===== config.mk =====
export PLATFORM = sky130hd
export DESIGN_NAME = fifo_rd_stream_flat
export DESIGN_NICKNAME = d
export VERILOG_FILES = /design/src/rtl/fifo_rd_stream_if.sv /design/src/rtl/fifo_rd_stream.sv /design/src/flat_wrapper.sv
export SDC_FILE = /design/constraint.sdc
export NUM_CORES = 1
export LEC_CHECK = 0
export CORE_ASPECT_RATIO = 1.5
export CORE_MARGIN = 2
export CORE_UTILIZATION = 42
export DETAILED_ROUTE_END_ITERATION = 6
export PLACE_DENSITY = 0.7
export SLEW_MARGIN = 10
export SYNTH_ARGS = -nofsm -noshare
export SYNTH_HDL_FRONTEND = slang
export SYNTH_SLANG_ARGS = --single-unit

===== constraint.sdc =====
create_clock -name clk -period 3.8 [get_ports clk]
set_clock_uncertainty 0.15 [all_clocks]
set_input_delay 0.57 -clock clk [delete_from_list [all_inputs] [get_ports clk]]
set_output_delay 0.57 -clock clk [all_outputs]
set_load 0.005 [all_outputs]

===== src/rtl/fifo_rd_stream_if.sv =====
// Valid/ready stream carrying words read out of the FIFO.
interface fifo_rd_stream_if #(
   parameter int W = 16
);
   logic [W-1:0] m_data;
   logic         m_valid;
   logic         m_ready;

   // Producer side: the read adapter drives data and valid.
   modport master (
      output m_data,
      output m_valid,
      input  m_ready
   );

   // Consumer side: downstream logic drives ready.
   modport slave (
      input  m_data,
      input  m_valid,
      output m_ready
   );
endinterface


===== src/rtl/fifo_rd_stream.sv =====
// Read-side adapter: converts a synchronous FIFO read port (rd_en/empty,
// registered data) into a valid/ready stream. A two-slot buffer absorbs the
// FIFO's one-cycle read latency so a word can be delivered every clock.
module fifo_rd_stream #(
   parameter int FIFO_WIDTH = 16,
   parameter int CNT_WIDTH  = 16
) (
   input  logic                  clk,
   input  logic                  rst_n,
   input  logic                  fifo_empty,
   input  logic [FIFO_WIDTH-1:0] fifo_data_out,
   output logic                  fifo_rd_en,
   fifo_rd_stream_if.master      m,
   output logic [CNT_WIDTH-1:0]  m_count,
   output logic                  busy
);

   logic [1:0]            occ_reg;
   logic [1:0]            occ_next;
   logic [1:0]            occ_after_pop;
   logic                  inflight_reg;
   logic [FIFO_WIDTH-1:0] head_reg;
   logic [FIFO_WIDTH-1:0] tail_reg;
   logic [CNT_WIDTH-1:0]  count_reg;
   logic                  pop;

   // Handshake, read issue and next occupancy. occ_after_pop + inflight never
   // exceeds 2, so the sum fits in two bits. The read request deliberately
   // looks at m_ready so a slot freed this cycle is refilled immediately.
   always_comb begin
      pop           = (occ_reg != 2'd0) && m.m_ready;
      occ_after_pop = occ_reg - {1'b0, pop};
      occ_next      = occ_after_pop + {1'b0, inflight_reg};
      fifo_rd_en    = rst_n && !fifo_empty &&
                      ((occ_after_pop + {1'b0, inflight_reg}) < 2'd2);
   end

   // Occupancy, in-flight marker and delivered-word counter. A read still in
   // flight at reset is simply forgotten; the FIFO is reset alongside.
   always_ff @(posedge clk or negedge rst_n) begin
      if (!rst_n) begin
         occ_reg      <= 2'd0;
         inflight_reg <= 1'b0;
         count_reg    <= '0;
      end else begin
         occ_reg      <= occ_next;
         inflight_reg <= fifo_rd_en;
         if (pop) begin
            count_reg <= count_reg + 1'b1;
         end
      end
   end

   // Data slots: a pop shifts tail into head; the arriving FIFO word lands in
   // whichever slot is first free once this edge's pop has been applied.
   always_ff @(posedge clk or negedge rst_n) begin
      if (!rst_n) begin
         head_reg <= '0;
         tail_reg <= '0;
      end else begin
         if (pop && (occ_reg == 2'd2)) begin
            head_reg <= tail_reg;
         end
         if (inflight_reg && (occ_after_pop == 2'd0)) begin
            head_reg <= fifo_data_out;
         end
         if (inflight_reg && (occ_after_pop == 2'd1)) begin
            tail_reg <= fifo_data_out;
         end
      end
   end

   assign m.m_valid = (occ_reg != 2'd0);
   assign m.m_data  = head_reg;
   assign m_count   = count_reg;
   assign busy      = (occ_reg != 2'd0) || inflight_reg;

endmodule


===== src/flat_wrapper.sv =====
// flat-port wrapper written by rule: the top's interface ports become plain ports
module fifo_rd_stream_flat 
#(
   parameter int FIFO_WIDTH = 16,
   parameter int CNT_WIDTH  = 16
)
  (clk, rst_n, fifo_empty, fifo_data_out, fifo_rd_en, m_count, busy, m_m_data, m_m_valid, m_m_ready);
  fifo_rd_stream_if #(.W((16))) m_i ();
  input  logic clk;
  input  logic rst_n;
  input  logic fifo_empty;
  input  logic [FIFO_WIDTH-1:0] fifo_data_out;
  output logic fifo_rd_en;
  output logic [CNT_WIDTH-1:0] m_count;
  output logic busy;
  output wire logic [$bits(m_i.m_data)-1:0] m_m_data;
  output wire logic [$bits(m_i.m_valid)-1:0] m_m_valid;
  input wire logic [$bits(m_i.m_ready)-1:0] m_m_ready;
  assign m_m_data = m_i.m_data;
  assign m_m_valid = m_i.m_valid;
  assign m_i.m_ready = m_m_ready;
  fifo_rd_stream #(.FIFO_WIDTH(FIFO_WIDTH), .CNT_WIDTH(CNT_WIDTH)) u_core (.clk(clk), .rst_n(rst_n), .fifo_empty(fifo_empty), .fifo_data_out(fifo_data_out), .fifo_rd_en(fifo_rd_en), .m(m_i), .m_count(m_count), .busy(busy));
endmodule

==> flow_metrics.env <==
export IMPL_finalMaxSlewViolations=0
export IMPL_comb_power_share_pct=37.7
export IMPL_ir_drop_mv=0.336
export IMPL_final_common_cell="clkdlybuf4s50_1"
export IMPL_syn_to_final_growth_pct=30.1
export IMPL_syn_nets=201
export IMPL_worstSetupEndpointType="output port"
export IMPL_worstSkewPairLatency_ps=300
export IMPL_cts_buffers=5
export IMPL_ys_warn_count=0
export IMPL_pwr_share_seq_pct=46.5
export IMPL_avgRoutedWirePerCell_um=14.0
export IMPL_power_switching_uw=587
export IMPL_outcome="finished clean"
export IMPL_die_y_um=93.7
export IMPL_tns_ps=0
export IMPL_fin_nets=258
export IMPL_drv_cap=0
export IMPL_route_met2_wl_um=2270
export IMPL_reg2regPathDepth=6
export IMPL_p_clk_share_pct=15.8
export IMPL_syn_inst=178
export IMPL_start_kind="input port"
export IMPL_layout_cells_most_common_list="53 x clkdlybuf4s50_1, 51 x dfrtp_1, 20 x nand2_1, 16 x mux2i_1, 15 x xnor2_1"
export IMPL_yosys_cell_types_count=28
export IMPL_setup_violations_final=0
export IMPL_num_rows=32
export IMPL_internal_power_mw=1.34
export IMPL_pwr_density_cell_nw_per_um2=659
export IMPL_grt_max_degree=52
export IMPL_fin_area_um2=2930
export IMPL_place_hpwl_um=3010
export IMPL_placed_area_um2=2850
export IMPL_grt_pass1_wl_um=7530
export IMPL_clk_pin_slew_ps=90
export IMPL_seq_area_frac_synth_pct=56.7
export IMPL_core_area_um2=5160
export IMPL_fillers=440
export IMPL_fmax_mhz=290
export IMPL_port_buffers=54
export IMPL_viasPerCell=5.01
export IMPL_die_area_um2=5980
export IMPL_synth_area_um2=2250
export IMPL_rsz0062_at_grt="false"
export IMPL_finalWirelength_um=4260
export IMPL_grt_pass1_vias=1574
export IMPL_tightest_slew_ps=629
export IMPL_setup_worst_path_class="in -> out"
export IMPL_p_leak_nw=1.34
export IMPL_htreeDepth=2
export IMPL_postSynthAreaPerCell_um2=12.7
export IMPL_grt_total_usage_pct=16.4
export IMPL_worstPathMaxFanout=5
export IMPL_grt_overflow_total=0
export IMPL_post_cts_buffers=0
export IMPL_die_w_um=63.8
export IMPL_antenna_cells=0
export IMPL_hold_viol=0
export IMPL_holdCritPathClass="in -> async"
export IMPL_top_layer_used="met4"
export IMPL_timing_slew_headroom_pct=58.1
export IMPL_swShare_pct=30.4
export IMPL_cts_resized=0
export IMPL_drc_errors=0
export IMPL_cts_tree="done"
export IMPL_finalCritPeriodShare_pct=90.9
export IMPL_first_pass_iters=4
export IMPL_min_period_ps=3450
export IMPL_start_util_pct=43.6
export IMPL_clock_sinks=51
export IMPL_ctsHoldBuffers=0
export IMPL_antenna_found_initial=0
export IMPL_drive_above_1_share_pct=15.3
export IMPL_clockRootBuffer="clkbuf_8"
export IMPL_wl_met3_um=180
export IMPL_vias=1523
export IMPL_postRouteAntennaNets=0
export IMPL_cp_arrival_ps=2730
export IMPL_whs_ps=300
export IMPL_critPathRequiredTime_ps=3080
export IMPL_cts_buffer_depth=2
export IMPL_ios=55
export IMPL_ys_ff_latch=51
export IMPL_place_congestion=0.752
export IMPL_m1WireLength_um=1720
export IMPL_drt_first_iter_violations=90
worst max-delay path: stages:
cell	delay, ps
clkdlybuf4s50_1	430
o21ai_2	120
inv_2	100
ha_1	300
inv_1	60
ha_1	180
xnor2_1	140
nor3b_1	260
clkdlybuf4s50_1	560
Yosys cell counts:
cell type,number,share of area [%]
dfrtp_1,51,57
nand2_1,20,3.3
mux2i_1,16,7.1
xnor2_1,15,5.8
o21ai_0,12,2.7
mux2_4,10,6.7
mux2_2,6,3.0
nor2_1,6,1.0
nand3_2,5,2.2
nand4_1,5,1.4
a21oi_1,4,0.89
buf_2,4,0.89
and3_1,3,0.83
ha_1,3,1.7
nand3_1,3,0.67
buf_6,2,1.0
inv_1,2,0.33
and4_1,1,0.39
buf_4,1,0.33
inv_2,1,0.17
nand3b_1,1,0.33
nor3_1,1,0.22
nor3b_1,1,0.33
o21ai_2,1,0.39
or2_2,1,0.28
or3_1,1,0.28
xnor2_2,1,0.72
xor2_1,1,0.39
cells by family after synthesis:
logic type / share of synthesized area [%]
flip-flops: 56.7
AND/OR/NAND/NOR: 11.3
multiplexers: 16.8
AO/OA/AOI/OAI: 3.94
XOR/XNOR: 6.94
buffers and inverters: 2.72
adder cells (fa/ha/maj): 1.67
power groups by stage:
stage	clock (mW)	combinational (mW)	sequential [mW]
after detailed placement	0	0.742	0.911
after CTS	0.320	0.745	0.901
after floorplan	0	0.409	0.888
after global placement	0	0.726	0.903
after global routing	0.340	0.817	0.930
final	0.305	0.728	0.897
path summary, 6_finish.rpt:
kind / start / end / slack [ps]
worst max-delay path: m_m_ready / fifo_rd_en / 350
worst min-delay path: rst_n / u_core.m.m_data[13]$_DFFE_PN0P_ / 300
worst max register to register: u_core.occ_reg[1]$_DFF_PN0_ / u_core.tail_reg[5]$_DFFE_PN0P_ / 1380
worst min register to register: u_core.tail_reg[3]$_DFFE_PN0P_ / u_core.m.m_data[3]$_DFFE_PN0P_ / 330
max in group asynchronous: rst_n / u_core.m_count[1]$_DFFE_PN0P_ / 2780
min in group clk: u_core.tail_reg[3]$_DFFE_PN0P_ / u_core.m.m_data[3]$_DFFE_PN0P_ / 330
routing by layer:
metal | GRT usage, % | up-vias
met5 | 0 | -
met4 | 7.61 | 0
met3 | 4.08 | 6
met2 | 27.5 | 38
met1 | 19.6 | 758
li1 | - | 721
layout make-up:
class | instances | area, µm² | share of cell area (%)
inverters | 3 | 11.3 | 0.384
clock inverters | 2 | 12.5 | 0.427
flip-flops and latches | 51 | 1280 | 43.6
clock buffers | 6 | 72.6 | 2.48
multi-input cells | 117 | 915 | 31.2
repair buffers | 57 | 558 | 19.0
well taps | 68 | 85.1 | 2.90
stage by stage:
| stage | instances | util, % | total power, mW | setup WS (ps) |
|---|---|---|---|---|
| final | 304 | 56.7 | 1.93 | 347 |
| after global routing | 304 | 56.7 | 2.09 | 159 |
| after global placement | 296 | 55.1 | 1.63 | 422 |
| after CTS | 304 | 56.7 | 1.97 | 315 |
| after floorplan | 178 | - | 1.30 | 1440 |
| after detailed placement | 296 | 55.1 | 1.65 | 322 |
Note: power is estimated with default switching activity, not from simulation.
